File: src/rtl/sbox4_dom_pkg.sv
// GF(2^2)/GF(16) helpers and basis/affine matrices for the masked 4-bit S-box.
// GF(2^2) is polynomial in W (W^2=W+1); GF(16) normal basis is {Y^4, Y} over GF(2^2), nu=W.
package sbox4_dom_pkg;

  typedef logic [1:0] gf4_t;
  typedef logic [3:0] nib_t;
  typedef struct packed {
    gf4_t h;
    gf4_t l;
  } tower_t;

  // Row r of each matrix is the mask of input bits XORed into output bit r.
  localparam logic [3:0][3:0] POLY2NORM = {4'b1100, 4'b0001, 4'b0100, 4'b1111};
  localparam logic [3:0][3:0] NORM2POLY = {4'b1010, 4'b0010, 4'b1101, 4'b0100};
  localparam logic [3:0][3:0] AFFINE    = {4'b1011, 4'b1101, 4'b1110, 4'b0111};
  localparam nib_t            AFFINE_C  = 4'h6;

  function automatic int rnd_w(input int shares);
    return 3 * shares * (shares - 1);
  endfunction

  // Position of the unordered share pair (i<j) in ascending (i,j) order.
  function automatic int pair_idx(input int i, input int j, input int shares);
    return i * shares - (i * (i + 1)) / 2 + (j - i - 1);
  endfunction

  function automatic nib_t mat_apply(input logic [3:0][3:0] m, input nib_t x);
    nib_t y;
    for (int r = 0; r < 4; r++) y[r] = ^(m[r] & x);
    return y;
  endfunction

  function automatic gf4_t gf2_mul(input gf4_t a, input gf4_t b);
    return {(a[1] & b[1]) ^ (a[1] & b[0]) ^ (a[0] & b[1]),
            (a[1] & b[1]) ^ (a[0] & b[0])};
  endfunction

  // nu * x^2 with nu = W collapses to a bit swap in this representation.
  function automatic gf4_t gf2_sq_scale(input gf4_t a);
    return {a[0], a[1]};
  endfunction

  // x^-1 = x^2 in GF(4), which also maps 0 to 0.
  function automatic gf4_t gf2_inv(input gf4_t a);
    return {a[1], a[1] ^ a[0]};
  endfunction

endpackage

File: src/rtl/dom_mul_gf4.sv
// DOM-indep GF(2^2) multiplier over SHARES shares; inner and cross terms registered on en.
// Latency 1 cycle (compression is combinational after the register); en=0 holds every term.
module dom_mul_gf4
  import sbox4_dom_pkg::*;
#(
  parameter int SHARES = 2
) (
  input  logic                         clk,
  input  logic                         rst,
  input  logic                         en,
  input  logic [2*SHARES-1:0]          a,
  input  logic [2*SHARES-1:0]          b,
  input  logic [SHARES*(SHARES-1)-1:0] z,
  output logic [2*SHARES-1:0]          c
);

  localparam int NX = SHARES * (SHARES - 1);

  gf4_t inner_q [SHARES];
  gf4_t cross_q [NX];

  // Cross term (i,j), j!=i, stored densely without the diagonal.
  function automatic int xidx(input int i, input int j);
    return i * (SHARES - 1) + ((j < i) ? j : j - 1);
  endfunction

  // Both orientations of a pair share the same fresh mask.
  function automatic int zidx(input int i, input int j);
    return (i < j) ? pair_idx(i, j, SHARES) : pair_idx(j, i, SHARES);
  endfunction

  always_ff @(posedge clk) begin
    if (rst) begin
      for (int i = 0; i < SHARES; i++) inner_q[i] <= '0;
      for (int k = 0; k < NX; k++) cross_q[k] <= '0;
    end else if (en) begin
      for (int i = 0; i < SHARES; i++) begin
        inner_q[i] <= gf2_mul(a[2*i +: 2], b[2*i +: 2]);
        for (int j = 0; j < SHARES; j++) begin
          if (j != i)
            cross_q[xidx(i, j)] <= gf2_mul(a[2*i +: 2], b[2*j +: 2]) ^ z[2*zidx(i, j) +: 2];
        end
      end
    end
  end

  always_comb begin
    c = '0;
    for (int i = 0; i < SHARES; i++) begin
      c[2*i +: 2] = inner_q[i];
      for (int j = 0; j < SHARES; j++) begin
        if (j != i) c[2*i +: 2] = c[2*i +: 2] ^ cross_q[xidx(i, j)];
      end
    end
  end

endmodule

File: src/rtl/dom_sbox4_pipe.sv
// Masked SR(.,.,.,4) S-box, d+1 DOM shares, tower-field inversion; SSAES_AFFINE_EN adds the affine layer.
// Latency 2 cycles from input fire to out_valid, one beat per cycle at full throughput.
// Elastic valid/ready: a stage advances only into an empty or draining successor; stalls hold all state.
module dom_sbox4_pipe
  import sbox4_dom_pkg::*;
#(
  parameter int SHARES = 2,
  parameter int RND_W  = rnd_w(SHARES)
) (
  input  logic                  clk,
  input  logic                  rst,
  input  logic                  in_valid,
  output logic                  in_ready,
  input  logic [4*SHARES-1:0]   in_shares,
  input  logic [RND_W-1:0]      rnd,
  output logic                  out_valid,
  input  logic                  out_ready,
  output logic [4*SHARES-1:0]   out_shares
);

  localparam int MR = RND_W / 3;

  logic v1, v2, adv1, adv2;
  logic [2*SHARES-1:0] h0_s, l0_s, sq0_s;
  logic [2*SHARES-1:0] h1_q, l1_q, sq1_q;
  logic [2*MR-1:0]     rnd2_q;
  logic [2*SHARES-1:0] hl_s, tinv_s, ohi_s, olo_s;

  assign in_ready  = !v1 || !v2 || out_ready;
  assign adv1      = in_valid && in_ready;
  assign adv2      = v1 && (!v2 || out_ready);
  assign out_valid = v2;

  always_ff @(posedge clk) begin
    if (rst) begin
      v1 <= 1'b0;
      v2 <= 1'b0;
    end else begin
      if (adv1)      v1 <= 1'b1;
      else if (adv2) v1 <= 1'b0;
      if (adv2)           v2 <= 1'b1;
      else if (out_ready) v2 <= 1'b0;
    end
  end

  always_comb begin
    tower_t n;
    h0_s  = '0;
    l0_s  = '0;
    sq0_s = '0;
    for (int i = 0; i < SHARES; i++) begin
      n = tower_t'(mat_apply(POLY2NORM, in_shares[4*i +: 4]));
      h0_s[2*i +: 2]  = n.h;
      l0_s[2*i +: 2]  = n.l;
      sq0_s[2*i +: 2] = gf2_sq_scale(n.h ^ n.l);
    end
  end

  dom_mul_gf4 #(.SHARES(SHARES)) u_mul_hl (
    .clk (clk),
    .rst (rst),
    .en  (adv1),
    .a   (h0_s),
    .b   (l0_s),
    .z   (rnd[0 +: MR]),
    .c   (hl_s)
  );

  // Linear terms and the stage-2 masks travel with the beat through stage 1.
  always_ff @(posedge clk) begin
    if (rst) begin
      h1_q   <= '0;
      l1_q   <= '0;
      sq1_q  <= '0;
      rnd2_q <= '0;
    end else if (adv1) begin
      h1_q   <= h0_s;
      l1_q   <= l0_s;
      sq1_q  <= sq0_s;
      rnd2_q <= rnd[MR +: 2*MR];
    end
  end

  always_comb begin
    tinv_s = '0;
    for (int i = 0; i < SHARES; i++)
      tinv_s[2*i +: 2] = gf2_inv(hl_s[2*i +: 2] ^ sq1_q[2*i +: 2]);
  end

  dom_mul_gf4 #(.SHARES(SHARES)) u_mul_hi (
    .clk (clk),
    .rst (rst),
    .en  (adv2),
    .a   (tinv_s),
    .b   (l1_q),
    .z   (rnd2_q[0 +: MR]),
    .c   (ohi_s)
  );

  dom_mul_gf4 #(.SHARES(SHARES)) u_mul_lo (
    .clk (clk),
    .rst (rst),
    .en  (adv2),
    .a   (tinv_s),
    .b   (h1_q),
    .z   (rnd2_q[MR +: MR]),
    .c   (olo_s)
  );

  // Constant goes into share 0 only, and only for a valid beat so idle output stays zero.
  always_comb begin
    nib_t p;
    out_shares = '0;
    for (int i = 0; i < SHARES; i++) begin
      p = mat_apply(NORM2POLY, {ohi_s[2*i +: 2], olo_s[2*i +: 2]});
`ifdef SSAES_AFFINE_EN
      p = mat_apply(AFFINE, p) ^ ((i == 0 && v2) ? AFFINE_C : 4'h0);
`endif
      out_shares[4*i +: 4] = p;
    end
  end

endmodule

File: config.mk
export PLATFORM = sky130hd
export DESIGN_NAME = dom_sbox4_pipe
export DESIGN_NICKNAME = d
export VERILOG_FILES = /design/src/rtl/sbox4_dom_pkg.sv /design/src/rtl/dom_mul_gf4.sv /design/src/rtl/dom_sbox4_pipe.sv
export SDC_FILE = /design/constraint.sdc
export NUM_CORES = 1
export LEC_CHECK = 0
export ABC_CLOCK_PERIOD_IN_PS = 3000
export CAP_MARGIN = 20
export CORE_ASPECT_RATIO = 1.4
export CORE_MARGIN = 2
export CORE_UTILIZATION = 56
export DETAILED_ROUTE_END_ITERATION = 8
export PLACE_DENSITY = 0.8
export REMOVE_ABC_BUFFERS = 1
export SYNTH_ARGS = -nofsm -noshare
export SYNTH_HDL_FRONTEND = slang
export SYNTH_SLANG_ARGS = --single-unit
File: constraint.sdc
create_clock -name clk -period 3 [get_ports clk]
set_input_delay 0.75 -clock clk [delete_from_list [all_inputs] [get_ports clk]]
set_output_delay 0.75 -clock clk [all_outputs]
set_load 0.02 [all_outputs]
==> results of run 1 <==
==> worst min-delay path, cell delays in order (launching register included) <==
cell and delay [ps]:
dfxtp_1 320, nand2_1 50, o21ai_0 70
==> cells in the final DEF (no fill, tap or decap), types with 2 or more instances in the layout <==
cell type / count
o211ai_1: 2
clkbuf_8: 5
xor2_1: 12
nor2_1: 24
buf_4: 10
or2_2: 2
inv_1: 4
a22oi_1: 8
or3_1: 2
nor3_1: 2
nand3_1: 2
o21ai_0: 12
mux2i_1: 4
nand2_1: 26
ha_1: 4
xor3_1: 4
a21oi_1: 4
a22o_1: 11
clkdlybuf4s50_1: 27
or4b_1: 2
dfxtp_1: 18
clkinv_2: 2
xnor3_2: 2
edfxtp_1: 24
nand2b_1: 8
mux2_2: 8
xnor2_1: 28
or3b_2: 2
nor2b_1: 3
==> how the worst min path moves through the flow <==
stage | from | endpoint | slack [ps] | cells after the start
2_1_floorplan | sq1_q[0] | sq1_q[0] | 430 | 2
3_3_place_gp | sq1_q[0] | sq1_q[0] | 440 | 2
3_5_place_dp | sq1_q[0] | sq1_q[0] | 460 | 2
4_1_cts | sq1_q[1] | sq1_q[1] | 500 | 1
5_1_grt | sq1_q[3] | sq1_q[3] | 510 | 1
6_report | sq1_q[2] | sq1_q[2] | 500 | 2
==> kinds of logic after synthesis <==
kind of cell / synth area share (%)
multiplexers: 5.36
flip-flops: 44.5
AND/OR/NAND/NOR: 14.0
AO/OA/AOI/OAI: 10.8
buffers and inverters: 2.99
XOR/XNOR: 20.3
adder cells (fa/ha/maj): 2.06
==> power groups by stage <==
stage               Clock, mW  Combinational (mW)  Sequential, mW
global route            0.376               0.563           0.699
detailed placement          0               0.508           0.707
floorplan                   0               0.356           0.696
finish                  0.345               0.510           0.694
CTS                     0.347               0.512           0.694
global placement            0               0.497           0.705
==> Yosys cell counts <==
cell type,n
inv_1,4
dfxtp_1,18
o21ai_0,12
clkbuf_2,1
nor2_1,24
mux2_2,8
xor3_1,4
a21oi_1,4
a22o_1,11
xor2_1,12
or3b_2,2
or2_2,2
ha_1,4
or4b_1,2
mux2i_1,4
xnor2_1,28
xnor3_2,2
nor3_1,2
edfxtp_1,24
nand2_1,26
a22o_2,1
nand2b_1,8
clkbuf_1,10
nor2b_1,3
nand3_1,2
a22oi_1,8
buf_4,2
o211ai_1,2
or3_1,2
==> flip-flops by register name, indices dropped and copies added (netlist names) <==
name and flops:
l1_q 4, v1 1, out_valid 1, u_mul_lo.cross_q 4
rnd2_q 4, sq1_q 4, u_mul_hi.inner_q 4, u_mul_hi.cross_q 4
u_mul_hl.cross_q 4, u_mul_lo.inner_q 4, h1_q 4, u_mul_hl.inner_q 4
==> cell type report <==
| class | instances | share of cell area (%) |
|---|---|---|
| Clock buffer | 6 | 2.54 |
| Clock inverter | 2 | 0.351 |
| Timing Repair Buffer | 37 | 12.1 |
| Sequential cell | 42 | 37.9 |
| Multi-Input combinational cell | 173 | 44.6 |
| Inverter | 4 | 0.526 |
| Tap cell | 45 | 1.97 |
==> layer usage <==
metal  vias to the layer above  GRT usage [%]
met4                         0           6.67
met2                        35           36.7
met1                       771           21.7
li1                        863              -
met5                         -              0
met3                         7           3.31
==> run metrics, run 1 <==
register-to-register path setup slack 1090 ps; Sequential Area approximately 1100 um^2; grt ovf 0; top-area cell type share of the netlist area 29.7%; cell repeated most along the worst path clkdlybuf4s50_1; initial antenna violation count 0; met3 wire len around 110 um; Worst-Skew Late Latency roughly 290 ps; sw power approximately 0.46 mW; Reg-to-Reg End u_mul_hi.cross_q[0][0]; final HPWL from detailed placement 3290 um; M1 WL between 1500 and 2000 um; final design utilization 67.9%; sequential share of power ~45%; number of remaining DRC errors 0; number of fill cells roughly 340; wire per inst ~14 um; Mapped Avg Cell Area approximately 10 um^2; post-CTS sizing 0; vias in the first global route approximately 1600; Iter 0 DRT Violations 28; Antenna Cells 0; Post-CTS Setup Bufs 0; Yosys cell types 29; hold_ws ~500 ps; max-cap violations 0; Yosys reg bits 42; largest net degree at the start of global routing 17; proportion of layout cells with a drive suffix above 1 roughly 12%; Pint approximately 1.1 mW; Slew Viols, Final 0; Synth area leader edfxtp_1; setup TNS 0 ps; count of input and output buffers 27; post-synthesis sequential area ratio between 40% and 50%; synthesized instance count between 200 and 250; WP buf/inv 2; Root Driver clkbuf_8; CTS tree done; setup skew after layout ~5.3 ps; row count 28; Die Area just under 5000 um^2; I/O Pins 28; worst r2r src u_mul_hl.cross_q[0][1]; unrepaired setup endpoints after global routing false; Synthesis Warnings 0; Power, Total between 1.5 and 2 mW; CP top delay family buffers and inverters; Pre-Repair DR Iteration Count 4; Placement Setup Slack 18.6 ps; combinational share of power about 33%; GP Congestion roughly 0.85; crit start category input port; top sig layer met4; initial core utilization a little under 60%; Die Wd around 60 um; ranking of synthesized cells by area edfxtp_1 (30%), dfxtp_1 (15%), xnor2_1 (10%); R2R cell count 5; clock buffer depth 2; Levels on crit path 4; Synth Cell Area between 2000 and 2500 um^2; core area around 4200 um^2; first-pass GRT wire length 7200 um; Final Hold Fails 0; peak supply drop around 0.27 mV; routed vias/inst around 5.4; Fmax achieved approximately 0.36 GHz; CP startpoint out_ready; final net count ~290; aggregate global-route resource usage 19.6%; hold buffer count at CTS 0; Tcrit/Tclk final between 90% and 100%; setup violators final 0; Setup CP Type in2out; Setup crit end kind primary output; post-route setup slack ~220 ps; Area Growth Syn to Fin 17.6%; max incr delay on CP approximately 560 ps; cell leakage power 1.10 nW; CP max stage cell clkdlybuf4s50_1; die height between 80 and 90 um; Placed Instance Area approximately 2800 um^2; WL met2 approximately 2500 um; Post-Route WL 4300 um; H-tree level count 2; Final min period 2780 ps; Clock Sinks 42; min-delay worst type reg2reg; CP endpoint in_ready; Worst Tran Pin Value about 680 ps; Inserted Clock Buffers 5; sw frac 29.9%; Non-Filler Instances approximately 310; Vias about 1700; worst-path cell chain clkdlybuf4s50_1 -> nor2b_1 -> nand2_1 -> clkdlybuf4s50_1; DP Cell Count between 300 and 400; clock network fraction of design power between 20% and 30%; CP Data Required Time 2250 ps; status complete, no violations; PD cells around 540 nW/um^2; Crit path arrival time between 2000 and 2500 ps; area of the multi-input gates between 1000 and 1500 um^2; post-route cell area approximately 2900 um^2; Slew HR 54.8%; Max FO, Critical Path 4; ANT nets after route 0; CTS clk-pin slew, worst paths around 80 ps
Note: power is estimated with default switching activity, not from simulation.
==> run 2: changes to the inputs <==
ABC_CLOCK_PERIOD_IN_PS = 3600   (was 3000)
CORE_UTILIZATION = 60   (was 56)
PLACE_DENSITY = 0.85   (was 0.8)
clock period = 3.6 ns   (was 3 ns; I/O delays follow)
==> run 2 against run 1 <==
Clock skew is 1.5 ps lower. Cell count is 1.9% lower. Worst setup slack better by 310 ps. Register-to-register slack better by 500 ps. Global-route usage is 2.1 points higher.
==> run metrics, run 2 (synthesized netlist as in run 1, its figures left out) <==
GP Congestion between 0.8 and 0.9; CP startpoint out_ready; clock network fraction of design power 22.0%; R2R cell count 5; post-route setup slack ~540 ps; Max FO, Critical Path 4; row count 27; Final min period between 3000 and 4000 ps; Die Area 4580 um^2; CP Data Required Time 2700 ps; Root Driver clkbuf_8; Hold Crit Endpoint sq1_q[0]; hold buffer count at CTS 0; Tcrit/Tclk final roughly 85%; Setup crit end kind primary output; setup violators final 0; Iter 0 DRT Violations 41; core area ~4000 um^2; grt ovf 0; aggregate global-route resource usage between 20% and 30%; CP top delay family buffers and inverters; cell leakage power approximately 1.1 nW; setup skew after layout 3.81 ps; initial core utilization approximately 62%; Non-Filler Instances between 300 and 400; max-cap violations 0; final HPWL from detailed placement roughly 3400 um; Final Hold Fails 0; Slew Viols, Final 0; vias in the first global route around 1600; count of input and output buffers 27; Reg-to-Reg End u_mul_hi.cross_q[0][2]; number of remaining DRC errors 0; Clock Sinks 42; Worst Hold Launch sq1_q[0]; min-delay worst type reg2reg; Slew HR between 40 and 50%; Inserted Clock Buffers 5; Post-Route WL 4420 um; PD cells ~450 nW/um^2; CP max stage cell clkdlybuf4s50_1; Setup CP Type in2out; Pre-Repair DR Iteration Count 4; Pint 0.901 mW; commonest cells after routing, fill and taps aside xnor2_1 (28), clkdlybuf4s50_1 (27), nand2_1 (26), nor2_1 (24), edfxtp_1 (24); DP Cell Count 295; Crit path arrival time 2160 ps; I/O Pins 28; proportion of layout cells with a drive suffix above 1 10.0%; commonest non-fill, non-tap cell in the layout xnor2_1; Fmax achieved roughly 0.33 GHz; final net count around 280; routed vias/inst approximately 5.7; largest net degree at the start of global routing 17; cell repeated most along the worst path clkdlybuf4s50_1; ANT nets after route 0; H-tree level count 2; wire per inst about 15 um; unrepaired setup endpoints after global routing false; sw power ~0.38 mW; Worst-Skew Late Latency just under 300 ps; clock buffer depth 2; sw frac between 20% and 30%; Post-CTS Setup Bufs 0; CTS clk-pin slew, worst paths approximately 70 ps; worst-path cell chain clkdlybuf4s50_1 -> nor2b_1 -> nand2_1 -> clkdlybuf4s50_1; Worst Tran Pin Value 839 ps; post-CTS sizing 0; final design utilization 71.9%; peak supply drop roughly 0.35 mV; CTS tree done; max incr delay on CP 550 ps; sequential share of power between 40% and 50%; initial antenna violation count 0; Die Wd just under 60 um; Area Growth Syn to Fin 16.1%; hold path cells 2; WP buf/inv 2; status complete, no violations; Placement Setup Slack 306 ps; Antenna Cells 0; crit start category input port; die height between 70 and 80 um; combinational share of power roughly 33%; worst r2r src u_mul_hl.cross_q[0][3]; setup TNS 0 ps; register-to-register path setup slack ~1600 ps; first-pass GRT wire length ~7400 um; Vias 1723
## run 2: tightest hold or removal path: stages (launching register included)
cell and delay (ps):
dfxtp_1 330, nand2_1 50, o21ai_0 60
## run 2: worst max path at each step
stage / cells after the start / to / slack, ps
after floorplan: 7 / u_mul_hl.cross_q[0][1] / 900
after global placement: 8 / u_mul_hl.cross_q[0][3] / 350
after detailed placement: 8 / u_mul_hl.cross_q[0][3] / 310
after CTS: 4 / in_ready / 540
after global routing: 4 / in_ready / 440
final: 4 / in_ready / 540
## run 2: power by group through the flow
stage | sequential (mW) | combinational [mW] | clock [mW]
floorplan | 0.580 | 0.297 | 0
global placement | 0.587 | 0.406 | 0
detailed placement | 0.590 | 0.418 | 0
CTS | 0.579 | 0.422 | 0.284
global route | 0.583 | 0.460 | 0.304
finish | 0.579 | 0.420 | 0.282
## run 2: cell type report
type,instances,area [um^2]
clock buffers,8,80.1
fillers,308,1100
multi-input cells,173,1270
flip-flops and latches,42,1080
inverters,4,15.0
well taps,43,53.8
repair buffers,33,315
## run 2: metal layers
| metal | GRT usage [%] | routed length [um] |
|---|---|---|
| met3 | 4.40 | 182 |
| met1 | 21.9 | 1610 |
| met2 | 42.5 | 2560 |
| met5 | 0 | 0 |
| met4 | 6.98 | 68 |
## run 2: per-stage QoR
| stage | hold WS, ps | power (mW) | instance area (um^2) |
|---|---|---|---|
| 3_5_place_dp | 456 | 1.01 | 2740 |
| 5_1_grt | 487 | 1.35 | 2820 |
| 3_3_place_gp | 440 | 0.993 | 2740 |
| 2_1_floorplan | 427 | 0.877 | 2370 |
| 6_report | 472 | 1.28 | 2820 |
| 4_1_cts | 472 | 1.29 | 2820 |
==> run 3: changes to the inputs <==
ABC_AREA = 1   (was not set)
CORE_UTILIZATION = 61   (was 60)
==> run 3 against run 2 <==
Fmax decreased by 1.5%. Area after synthesis increased by 8.2%. Clock skew increased by 3.6 ps. Critical path depth increased by 2. Design area increased by 7.6%.
==> run metrics, run 3 <==
Worst Tran Pin Value around 770 ps; post-synthesis sequential area ratio about two fifths; ranking of synthesized cells by area edfxtp_1 (27%), nand2_1 (15%), dfxtp_1 (14%); Synth area leader edfxtp_1; die height 81.7 um; Power, Total approximately 1.3 mW; aggregate global-route resource usage between 20% and 30%; core area around 4200 um^2; Iter 0 DRT Violations 80; Most used DFF post-synth edfxtp_1; Synth Cell Area approximately 2600 um^2; Die Area 4860 um^2; Worst Hold Launch v1; DP Cell Count around 420; number of remaining DRC errors 0; hold_ws 496 ps; Setup crit end kind primary output; Yosys reg bits 42; worst r2r src out_valid; row count 28; Slew Viols, Final 0; Crit path arrival time 2210 ps; Pre-Repair DR Iteration Count 4; min-delay worst type reg2reg; number of fill cells approximately 320; Post-CTS Setup Bufs 0; async set-reset flop share out of synthesis 0%; final net count around 400; commonest non-fill, non-tap cell in the layout nand2_1; initial core utilization between 60% and 70%; proportion of layout cells with a drive suffix above 1 7.53%; initial antenna violation count 0; Inserted Clock Buffers 5; Mapped Avg Cell Area about 7.4 um^2; post-route setup slack approximately 500 ps; CP startpoint out_ready; Setup CP Type in2out; Non-Filler Instances between 400 and 500; crit start category input port; H-tree level count 2; setup violators final 0; Placement Setup Slack about 500 ps; Die Wd a little under 60 um; Fmax achieved ~0.32 GHz; max-cap violations 0; Antenna Cells 0; top-area cell type share of the netlist area about 27%; ANT nets after route 0; clock buffer depth 2; wire per inst around 13 um; CTS tree done; post-CTS sizing 0; largest net degree at the start of global routing 23; Final min period a little over 3000 ps; peak supply drop around 0.26 mV; EDFF count, synth 24; Yosys cell types 24; CP Data Required Time 2700 ps; Slew HR about half; synthesized instance count around 360; count of input and output buffers 27; register-to-register path setup slack between 1500 and 2000 ps; final HPWL from detailed placement 4420 um; Synth top cells by count nand2_1 (107), nand3_1 (38), inv_1 (32), nor2_1 (26), edfxtp_1 (24); most numerous cell in the Yosys netlist nand2_1; Root Driver clkbuf_8; PD cells approximately 430 nW/um^2; Final Hold Fails 0; hold buffer count at CTS 0; unrepaired setup endpoints after global routing false; Tcrit/Tclk final between 80% and 90%; GP Congestion just under 0.9; cell leakage power ~1.3 nW; Synthesis Warnings 0; Post-Route WL between 5000 and 6000 um; first-pass GRT wire length around 9400 um; routed vias/inst 5.60; status complete, no violations; commonest cells after routing, fill and taps aside nand2_1 (107), nand3_1 (38), inv_1 (32), clkdlybuf4s50_1 (27), nor2_1 (26); setup skew after layout approximately 7.4 ps; Area Growth Syn to Fin 15.4%; grt ovf 0; vias in the first global route about 2300; Worst-Skew Late Latency 290 ps; setup TNS 0 ps; Max FO, Critical Path 4; CTS clk-pin slew, worst paths approximately 70 ps; Vias about 2400; Clock Sinks 42; I/O Pins 28
## run 3: cell count changes after synthesis, sizes merged, moves of 12 or more
cell / previous run / this run
nand2: 26 / 120
inv: 4 / 37
a21oi: 4 / 18
o21ai: 12 / 25
xnor2: 28 / 12
a22o: 12 / 0
nand3: 2 / 39
## run 3: kinds of logic (layout without fill, tap and decap cells)
logic type      after synthesis  count (layout)  share of synthesized area (%)
flops                        42              42                           41.1
buf+inv                      44              74                           6.71
fa+ha+maj                     4               4                           1.90
compound gates               53              53                           11.0
simple gates                186             186                           30.5
xor+xnor                     26              26                           8.67
## run 3: routing by layer
metal	track usage [%]	wire [um]	vias to the layer above
met4	17.3	284	0
met5	0	0	-
li1	-	-	1222
met3	5.20	257	25
met1	24.9	2100	1069
met2	46.7	2990	91
## run 3: critical path, cell delays in order
cell,delay [ps]
clkdlybuf4s50_1,450
inv_1,30
nand2_1,100
nor2_1,60
inv_2,70
clkdlybuf4s50_1,600
## run 3: area by class of cell
cell class / count / area (um^2) / area share, %
Sequential cell: 42 / 1080 / 35.6
Multi-Input combinational cell: 269 / 1370 / 45.2
Timing Repair Buffer: 29 / 285 / 9.41
Inverter: 37 / 139 / 4.58
Clock buffer: 8 / 101 / 3.34
Tap cell: 45 / 56.3 / 1.86
## run 3: report_power, final
group	total [mW]	internal (mW)	switching, mW
Sequential	0.580	0.547	0.0338
Clock	0.334	0.180	0.154
Combinational	0.388	0.153	0.236
Total	1.30	0.879	0.424
## run 3: metrics by stage
stage | instance area [um^2] | util (%)
floorplan | 2590 | -
global placement | 2930 | 70.3
detailed placement | 2930 | 70.3
CTS | 3030 | 72.7
global route | 3030 | 72.7
finish | 3030 | 72.7
## run 3: path summary, 6_finish.rpt
kind	end	cells past startpoint
worst max register to register	u_mul_hl.cross_q[0][2]	5
worst max-delay path	in_ready	6
worst min-delay path	out_valid	2
worst min register to register	out_valid	2
